<file path="config.mk">
export PLATFORM = sky130hd
export DESIGN_NAME = bar_counter_ctrl
export DESIGN_NICKNAME = d
export VERILOG_FILES = /design/src/rtl/bar_counter_ctrl.sv
export SDC_FILE = /design/constraint.sdc
export NUM_CORES = 1
export LEC_CHECK = 0
export ABC_AREA = 1
export CORE_UTILIZATION = 50
export CTS_CLUSTER_SIZE = 40
export DETAILED_ROUTE_END_ITERATION = 6
export PLACE_DENSITY_LB_ADDON = 0.15
export SLEW_MARGIN = 40
export SYNTH_ARGS = -nofsm -noshare
export SYNTH_HDL_FRONTEND = slang
export SYNTH_SLANG_ARGS = --single-unit
</file>
<file path="constraint.sdc">
create_clock -name clk -period 2.5 [get_ports clk]
set_input_delay 0.75 -clock clk [delete_from_list [all_inputs] [get_ports clk]]
set_output_delay 0.75 -clock clk [all_outputs]
set_load 0.01 [all_outputs]
</file>
<file path="src/rtl/bar_counter_ctrl.sv">
// Debounced up/down/clear push-button counter with hold-to-repeat, saturate or
// wrap arithmetic, and a bar or binary LED display.
module bar_counter_ctrl #(
  parameter int N_LEDS          = 8,
  parameter int CNT_W           = 4,
  parameter int DEBOUNCE_CYCLES = 4,
  parameter int REPEAT_DELAY    = 16,
  parameter int REPEAT_RATE     = 4,
  parameter int SATURATE        = 1
) (
  input  logic              clk,
  input  logic              reset,
  input  logic              w_button_up,
  input  logic              w_button_down,
  input  logic              w_button_clr,
  input  logic              mode,
  output logic [N_LEDS-1:0] diod,
  output logic [CNT_W-1:0]  count,
  output logic              at_max,
  output logic              at_min
);

  localparam int NB     = 3;  // 0 = up, 1 = down, 2 = clear
  localparam int NR     = 2;  // only up and down auto-repeat
  localparam int DB_W   = $clog2(DEBOUNCE_CYCLES + 1);
  localparam int HOLD_W = $clog2(REPEAT_DELAY + 2);
  localparam int RATE_W = $clog2(REPEAT_RATE + 1);

  localparam logic [CNT_W-1:0]  CNT_MAX   = CNT_W'(N_LEDS);
  localparam logic [DB_W-1:0]   DB_LAST   = DB_W'(DEBOUNCE_CYCLES - 1);
  localparam logic [HOLD_W-1:0] HOLD_MAX  = HOLD_W'(REPEAT_DELAY);
  localparam logic [RATE_W-1:0] RATE_LAST = RATE_W'(REPEAT_RATE - 1);

  logic [NB-1:0]     s1, s2, acc, acc_d;
  logic [DB_W-1:0]   db_cnt [NB];
  logic [HOLD_W-1:0] hold   [NR];
  logic [RATE_W-1:0] rate   [NR];

  logic [NB-1:0]    press;
  logic [NR-1:0]    rpt;
  logic             ev_up, ev_dn, ev_clr;
  logic [CNT_W-1:0] count_nxt;

  always_ff @(posedge clk) begin
    if (!reset) begin
      s1    <= '0;
      s2    <= '0;
      acc   <= '0;
      acc_d <= '0;
      for (int unsigned b = 0; b < NB; b++) db_cnt[b] <= '0;
      for (int unsigned b = 0; b < NR; b++) begin
        hold[b] <= '0;
        rate[b] <= '0;
      end
      count <= '0;
    end else begin
      s1    <= ~{w_button_clr, w_button_down, w_button_up};
      s2    <= s1;
      acc_d <= acc;
      for (int unsigned b = 0; b < NB; b++) begin
        if (s2[b] == acc[b]) begin
          db_cnt[b] <= '0;
        end else if (db_cnt[b] == DB_LAST) begin
          acc[b]    <= ~acc[b];
          db_cnt[b] <= '0;
        end else begin
          db_cnt[b] <= db_cnt[b] + 1'b1;
        end
      end
      // hold parks at REPEAT_DELAY; rate then paces the repeats from there
      for (int unsigned b = 0; b < NR; b++) begin
        if (!acc[b]) begin
          hold[b] <= '0;
          rate[b] <= '0;
        end else if (hold[b] != HOLD_MAX) begin
          hold[b] <= hold[b] + 1'b1;
        end else begin
          rate[b] <= (rate[b] == RATE_LAST) ? '0 : rate[b] + 1'b1;
        end
      end
      count <= count_nxt;
    end
  end

  always_comb begin
    press = acc & ~acc_d;
    for (int unsigned b = 0; b < NR; b++)
      rpt[b] = (REPEAT_DELAY != 0) && acc[b] && (hold[b] == HOLD_MAX) && (rate[b] == '0);
    ev_up  = press[0] | rpt[0];
    ev_dn  = press[1] | rpt[1];
    ev_clr = press[2];

    count_nxt = count;
    if (ev_clr) begin
      count_nxt = '0;
    end else if (ev_up && !ev_dn) begin
      if (count == CNT_MAX) count_nxt = (SATURATE != 0) ? CNT_MAX : '0;
      else                  count_nxt = count + 1'b1;
    end else if (ev_dn && !ev_up) begin
      if (count == '0) count_nxt = (SATURATE != 0) ? '0 : CNT_MAX;
      else             count_nxt = count - 1'b1;
    end
  end

  logic [N_LEDS+CNT_W-1:0] count_ext;

  always_comb begin
    count_ext = {{N_LEDS{1'b0}}, count};
    diod      = '0;
    if (mode) begin
      diod = count_ext[N_LEDS-1:0];
    end else begin
      for (int unsigned i = 0; i < N_LEDS; i++)
        diod[i] = (CNT_W'(i) < count);
    end
  end

  assign at_max = (count == CNT_MAX);
  assign at_min = (count == '0);

endmodule

</file>
Yosys cells after proc, flatten, opt, wreduce, memory -nomap -nowiden
Memories as Yosys holds them, arrays and structs flattened.
Index checks and enable logic that the tools add are counted.
- register bits after elaboration: 16
- bits in latches: 0
- RAM bits: 25
- bits in read-only memories: 0
- input port bits: 6
- output and inout port bits: 14
- logic and storage cells: 165
- memories kept: 3
- memory list (memory ; depth ; width ; read ports ; clocked after memory_dff ; write ports ; line ; source):
    hold ; 2 ; 5 ; 2 ; 0 ; 2 ; 36 ; logic [HOLD_W-1:0] hold [NR];
    db_cnt ; 3 ; 3 ; 3 ; 0 ; 3 ; 35 ; logic [DB_W-1:0] db_cnt [NB];
    rate ; 2 ; 3 ; 2 ; 0 ; 2 ; 37 ; logic [RATE_W-1:0] rate [NR];
- $add $sub $neg: 9
- $mul: 0
- divide/modulo/power cells: 0
- order comparisons: 8
- eq/ne operators: 13
- shift-type cells: 0
- mux-type cells: 80
- bitwise operators: 29
- reduce and logical (&&, ||, !) cells: 16
- operator list (operator ; count):
    two-way mux 1 bit ; 56
    two-way mux 3 bit ; 15
    two-way mux 5 bit ; 4
    bitwise OR 1 bit ; 19
    less-than comparator 3 x 4 -> 1 bit, first input constant ; 4
    two-way mux 4 bit ; 4
    adder 3 x 1 -> 3 bit, second input constant ; 5
    == test 3 x 2 -> 1 bit, second input constant ; 5
    adder 5 x 1 -> 5 bit, second input constant ; 2
    == test 5 bit, second input constant ; 2
    inequality test 5 bit, second input constant ; 2
    less-than comparator 1 x 4 -> 1 bit, first input constant ; 2
    less-than comparator 2 x 4 -> 1 bit, first input constant ; 2
    two-way mux 8 bit ; 1
    NOT 1 bit ; 7
    logical AND 1 bit ; 6
    zero test 3 bit ; 2
    NOT 3 bit ; 2
    AND reduction 2 bit ; 3
    adder 4 x 1 -> 4 bit, second input constant ; 1
    == test 4 bit, second input constant ; 1
    zero test 4 bit ; 1
    subtractor 4 x 1 -> 4 bit, second input constant ; 1
    bitwise AND 3 bit ; 1
    other kinds (4) ; 7

Longest topological paths before layout
Gate-level depths: netlist of run 1.
An unclocked memory read counts as a cell.
- depth in word-level cells: 9
- gate-level depth with buffers: 13
- gate-level depth less buffers: 13

Worst setup path after synthesis of run 1
Ideal clock, no wire load.
- kind: register to output
- start: register count[0]
- end: output port diod[4]
- arrival: 1145 ps
- required time: 1750 ps
- setup slack: 605 ps
- cell stages (with the launch flop): 6
- buffers on the path: 0
- cell sequence: dfxtp_1 inv_1 ha_1 inv_1 nand2_1 a21oi_1
- cells in the longest elaborated chain, start to end: 2
- RTL lines (what ; line ; source):
    from (decl) ; 18 ; output logic [CNT_W-1:0] count,
    from (signal assigned) ; 81 ; count <= count_nxt;
    less-than comparator 3 x 4 -> 1 bit ; 114 ; diod[i] = (CNT_W'(i) < count);
    two-way mux 8 bit ; 110 ; if (mode) begin
    to (decl) ; 17 ; output logic [N_LEDS-1:0] diod,
No other way between the ends.

Worst setup path in the final report of run 1
- start: input port mode
- end: output port diod[4]
- cells in the longest elaborated chain, start to end: 1
- RTL lines (what ; line ; source):
    from (decl) ; 16 ; input logic mode,
    two-way mux 8 bit ; 110 ;
No other way between the ends.

==> results of run 1 <==
## worst max-delay path, stage by stage
cell,delay (ps)
clkdlybuf4s50_1,430
buf_4,160
a21oi_1,100
dlygate4sd2_1,270
## registers in the layout, indices dropped and copies added (netlist names)
signal and count:
rate 6, count 4, hold 10, acc 3, s1 3, db_cnt 9, acc_d 3, s2 3
## Yosys cell counts, types with 2 or more instances
library cell   n
or2_2          4
o211ai_1       5
nand3_1       12
edfxtp_1      25
a21oi_1       15
buf_4          2
inv_1         47
nor2_2         5
nor2_1        32
ha_1          20
nand2_1       36
o21ai_0        8
dfxtp_1       16
## metrics by stage
step / area (um^2) / setup slack, ps
3_5_place_dp: 2440 / -284.6
3_3_place_gp: 2440 / -279.0
5_1_grt: 2542 / -0.3006
2_1_floorplan: 2157 / 604.9
6_report: 2542 / 41.12
4_1_cts: 2535 / 2.340
## final cells by class
cell class | count | share of cell area
Clock inverter | 1 | 0.002953
Timing Repair Buffer | 25 | 0.08760
Sequential cell | 41 | 0.4213
Inverter | 48 | 0.07087
Tap cell | 50 | 0.02461
Multi-Input combinational cell | 156 | 0.3588
Clock buffer | 7 | 0.03396
## logic make-up after synthesis
group	after synthesis	share of synthesized area
DFF	41	0.5035
AOI/OAI and AO/OA	30	0.07824
adders and majority gates	20	0.1176
buffers and inverters	50	0.09176
other	1	0.001763
xor gates and xnor gates	2	0.008237
and+or+nand+nor	95	0.1988
## power groups by stage
stage,logic (uW),clock network (uW),registers (uW)
2_1_floorplan,93.5,0,763
3_3_place_gp,162,0,763
3_5_place_dp,163,0,764
4_1_cts,158,465,749
5_1_grt,182,495,752
6_report,159,444,749
## path summary, 6_finish.rpt
kind,endpoint,slack (ps)
worst max register to register,count[3]$_SDFFE_PP0P_,560
worst max-delay path,diod[4],40
worst min register to register,s2[2]$_SDFF_PN0_,420
worst min-delay path,s2[2]$_SDFF_PN0_,420
## layer usage
| metal | GRT usage | share of wire | vias to the layer above |
|---|---|---|---|
| met5 | 0 | 0 | - |
| met4 | 0.07713 | 0.0096 | 0 |
| met3 | 0.05743 | 0.038 | 4 |
| met2 | 0.2700 | 0.46 | 22 |
| met1 | 0.1866 | 0.49 | 660 |
| li1 | - | - | 829 |
==> impl_metrics.json, run 1 <==
{
  "grt_pass1_wl_mm": 5.423,
  "n_antenna_cell": 0,
  "portBuffers": 19,
  "cts_hold_buffers": 0,
  "vias": 1515,
  "final_common_cell": "inv_1",
  "grt_start_max_net_pins": 14,
  "holdWs_ps": 417.7,
  "multi_input_area_um2": 912.1,
  "syn_area_um2": 2127,
  "crit_path_start_kind": "primary input",
  "gr-total-overflow": 0,
  "layout.nets": 303,
  "gp_congestion": 0.7882,
  "seq_area_um2": 1071,
  "crit_path_end_kind": "output port",
  "post_cts_buffers": 0,
  "hpwl_mm": 2.410,
  "core-area_um2": 4029,
  "p_total_uw": 1352,
  "internal_power_uw": 1032,
  "drt-total-wl_mm": 3.121,
  "drive_gt1_frac": 0.1259,
  "utilization": 0.6311,
  "clk_pin_slew_ps": 70,
  "start_util": 0.5280,
  "pwr-share-seq": 0.554,
  "fin_crit_sh": 0.9836,
  "r2r-start": "hold[0][0]$_SDFFCE_PN0P_",
  "drtIter0Drc": 80,
  "syn_inst": 239,
  "setup_viol": 0,
  "critical_path.startpoint": "mode",
  "num-fill-cells": 371,
  "clk_latency_ps": 300,
  "yosysWarnings": 0,
  "power.density_nw_per_um2": 531.9,
  "ios": 20,
  "reg2reg_depth": 13,
  "die_area_um2": 4519,
  "row_count": 23,
  "pwr-share-clk": 0.329,
  "drv_slew": 0,
  "cp.arrival_ps": 1710,
  "antenna_found_initial": 0,
  "min-delay-start": "s1[2]$_SDFF_PN0_",
  "worstPathRequired_ps": 1750,
  "root_buffer": "clkbuf_8",
  "swShare": 0.2372,
  "whs_path_depth": 2,
  "yosysSeqAreaShare": 0.5035,
  "synth_cell_types": 25,
  "wl_per_cell_um": 9.515,
  "first_pass_iters": 4,
  "synth_top_area_cell": "edfxtp_1",
  "synth-edff-count": 25,
  "p_switching_uw": 320.8,
  "avgSynthCellArea_um2": 8.900,
  "hp-class": "reg2reg",
  "hold_viol": 0,
  "fin_crit_ps": 2459,
  "grt_pass1_vias": 1333,
  "die_x_um": 67.23,
  "viasPerCell": 4.619,
  "grt_use_total": 0.1630,
  "drv_cap": 0,
  "final_cell_mix": "inv_1, nand2_1, nor2_1, edfxtp_1, ha_1",
  "clock-sinks": 41,
  "path_class": "in2out",
  "outcome": "complete, no violations",
  "area_growth_syn_to_layout_pct": 19.53,
  "antenna_left": 0,
  "ys_ff_latch": 41,
  "critPathMaxFanout": 4,
  "fp.dieH_um": 67.23,
  "setup_tns_ps": 0,
  "yosys-top-cells-area": "edfxtp_1, dfxtp_1, ha_1, inv_1, nand2_1",
  "async_flop_share": 0,
  "stdcell_count": 328,
  "p_leak_uw": 0.001171,
  "ctsResizeCount": 12,
  "p_comb_frac": 0.117,
  "cts_tree": "built",
  "vdd_drop_max_mv": 0.4527,
  "synth_top_area_frac": 0.3529,
  "worst_clock_skew_ps": 13.44,
  "rsz0062_at_grt": "yes",
  "cts.path.max_buffers": 2,
  "fmax_ghz": 0.4067,
  "h-tree-depth": 2,
  "synthFlopType": "edfxtp_1",
  "drc": 0,
  "cts_buffers": 5,
  "dpl.cell_count": 320
}
No activity file was read; power rests on OpenSTA's default activity.
==> inputs of run 2 (changes only) <==
Settings changed: CTS_BUF_LIST set to sky130_fd_sc_hd__clkbuf_2, PLACE_DENSITY set to 0.71, PLACE_DENSITY_LB_ADDON 0.15 to unset.
==> run 2 against run 1 <==
Compared with the run above: final area is 1.2% lower; clock-buffer cell count is 1 lower; utilization is 0.75 points lower; flip-flop and latch count stayed put; clock power is 15% lower; critical path depth stayed put; global-route usage is 2.2 points higher.
==> impl_metrics.json, run 2 (synthesized netlist as in run 1, its figures left out) <==
{
  "drt-total-wl_mm": 3.409,
  "multi_input_area_um2": 912.1,
  "drc": 0,
  "cts_hold_buffers": 0,
  "seq_area_um2": 1072,
  "crit_path_end_kind": "output port",
  "whs_path_depth": 2,
  "path_class": "in2out",
  "grt_use_total": 0.1850,
  "fin_crit_ps": 2461,
  "clk_latency_ps": 390,
  "portBuffers": 19,
  "final_cell_mix": "inv_1, nand2_1, nor2_1, edfxtp_1, ha_1",
  "root_buffer": "clkbuf_2",
  "fp.dieH_um": 67.23,
  "hold_viol": 0,
  "crit_path_start_kind": "primary input",
  "grt_start_max_net_pins": 13,
  "worst_clock_skew_ps": 9.572,
  "fin_crit_sh": 0.9844,
  "row_count": 23,
  "ios": 20,
  "antenna_left": 0,
  "drv_slew": 0,
  "n_antenna_cell": 0,
  "start_util": 0.5280,
  "gp_congestion": 0.8355,
  "outcome": "complete, no violations",
  "viasPerCell": 4.713,
  "antenna_found_initial": 0,
  "regMostFlops": "hold",
  "wl_per_cell_um": 10.39,
  "first_pass_iters": 4,
  "gr-total-overflow": 0,
  "dpl.cell_count": 319,
  "vdd_drop_max_mv": 0.3632,
  "hp-class": "reg2reg",
  "cts.path.max_buffers": 2,
  "h-tree-depth": 2,
  "holdWs_ps": 431.0,
  "worstPathRequired_ps": 1750,
  "stdcell_count": 328,
  "drive_gt1_frac": 0.1295,
  "reg.largest.list": "hold x10, db_cnt x9, rate x6",
  "layout.nets": 303,
  "critical_path.startpoint": "mode",
  "fmax_ghz": 0.4063,
  "clk_pin_slew_ps": 190,
  "r2r-start": "hold[0][0]$_SDFFCE_PN0P_",
  "num-fill-cells": 357,
  "cp.arrival_ps": 1710,
  "grt_pass1_wl_mm": 6.237,
  "hpwl_mm": 2.506,
  "area_growth_syn_to_layout_pct": 18.12,
  "min-delay-start": "s1[1]$_SDFF_PN0_",
  "die_area_um2": 4519,
  "cts_buffers": 5,
  "vias": 1546,
  "largest_reg_flops": 10,
  "core-area_um2": 4029,
  "drtIter0Drc": 89,
  "clock-sinks": 41,
  "rsz0062_at_grt": "no",
  "drv_cap": 0,
  "critPathMaxFanout": 4,
  "final_common_cell": "inv_1",
  "p_leak_uw": 0.001194,
  "power.density_nw_per_um2": 512.7,
  "cts_tree": "built",
  "setup_viol": 0,
  "die_x_um": 67.23,
  "grt_pass1_vias": 1491,
  "reg2reg_depth": 13
}
==> run 2: cell type report <==
class | count | area share
well taps | 50 | 0.02490
clock inverters | 2 | 0.01345
multi-input cells | 156 | 0.3630
flip-flops and latches | 41 | 0.4268
clock buffers | 6 | 0.01195
repair buffers | 25 | 0.08815
inverters | 48 | 0.07171
==> run 2: final timing paths <==
path | end | slack, ps
max | diod[3] | 40
min | s2[1]$_SDFF_PN0_ | 430
max reg2reg | count[3]$_SDFFE_PP0P_ | 510
min reg2reg | s2[1]$_SDFF_PN0_ | 430
==> run 2: where the power goes <==
part	switching, uW	internal, uW
sequential	14.5	735
combinational	90.8	71.8
clock	205	171
total	311	977
==> run 2: stage by stage <==
stage / TNS [ps] / total power (uW) / util / instance area, um^2 / setup WS [ps]
floorplan: 0 / 856.7 / - / 2157 / 604.9
global placement: -1759 / 924.6 / 0.6037 / 2432 / -258.2
detailed placement: -1912 / 927.7 / 0.6037 / 2432 / -290.0
CTS: 0 / 1303 / 0.6236 / 2512 / 0.1522
global route: 0 / 1355 / 0.6236 / 2512 / 1.291
finish: 0 / 1288 / 0.6236 / 2512 / 39.04
==> run 2: what timing repair did <==
| item | CTS | global route |
|---|---|---|
| gates resized for setup | 16 | 12 |
| pin swaps | 0 | 0 |
| setup endpoints to repair | 10 | 7 |
| setup buffers | 1 | 0 |
==> run 2: routing by layer <==
metal	track usage	wire (um)	part of all wire	up-vias
met5	0	0	0	-
met4	0.06649	46	0.013	0
met3	0.05236	154	0.045	4
met2	0.3163	1595	0.47	26
met1	0.2204	1612	0.47	681
li1	-	-	-	835
==> run 2: worst max-delay path, cell delays in order <==
cell,delay (ps)
clkdlybuf4s50_1,420
buf_4,150
o21ai_0,140
clkdlybuf4s15_1,250
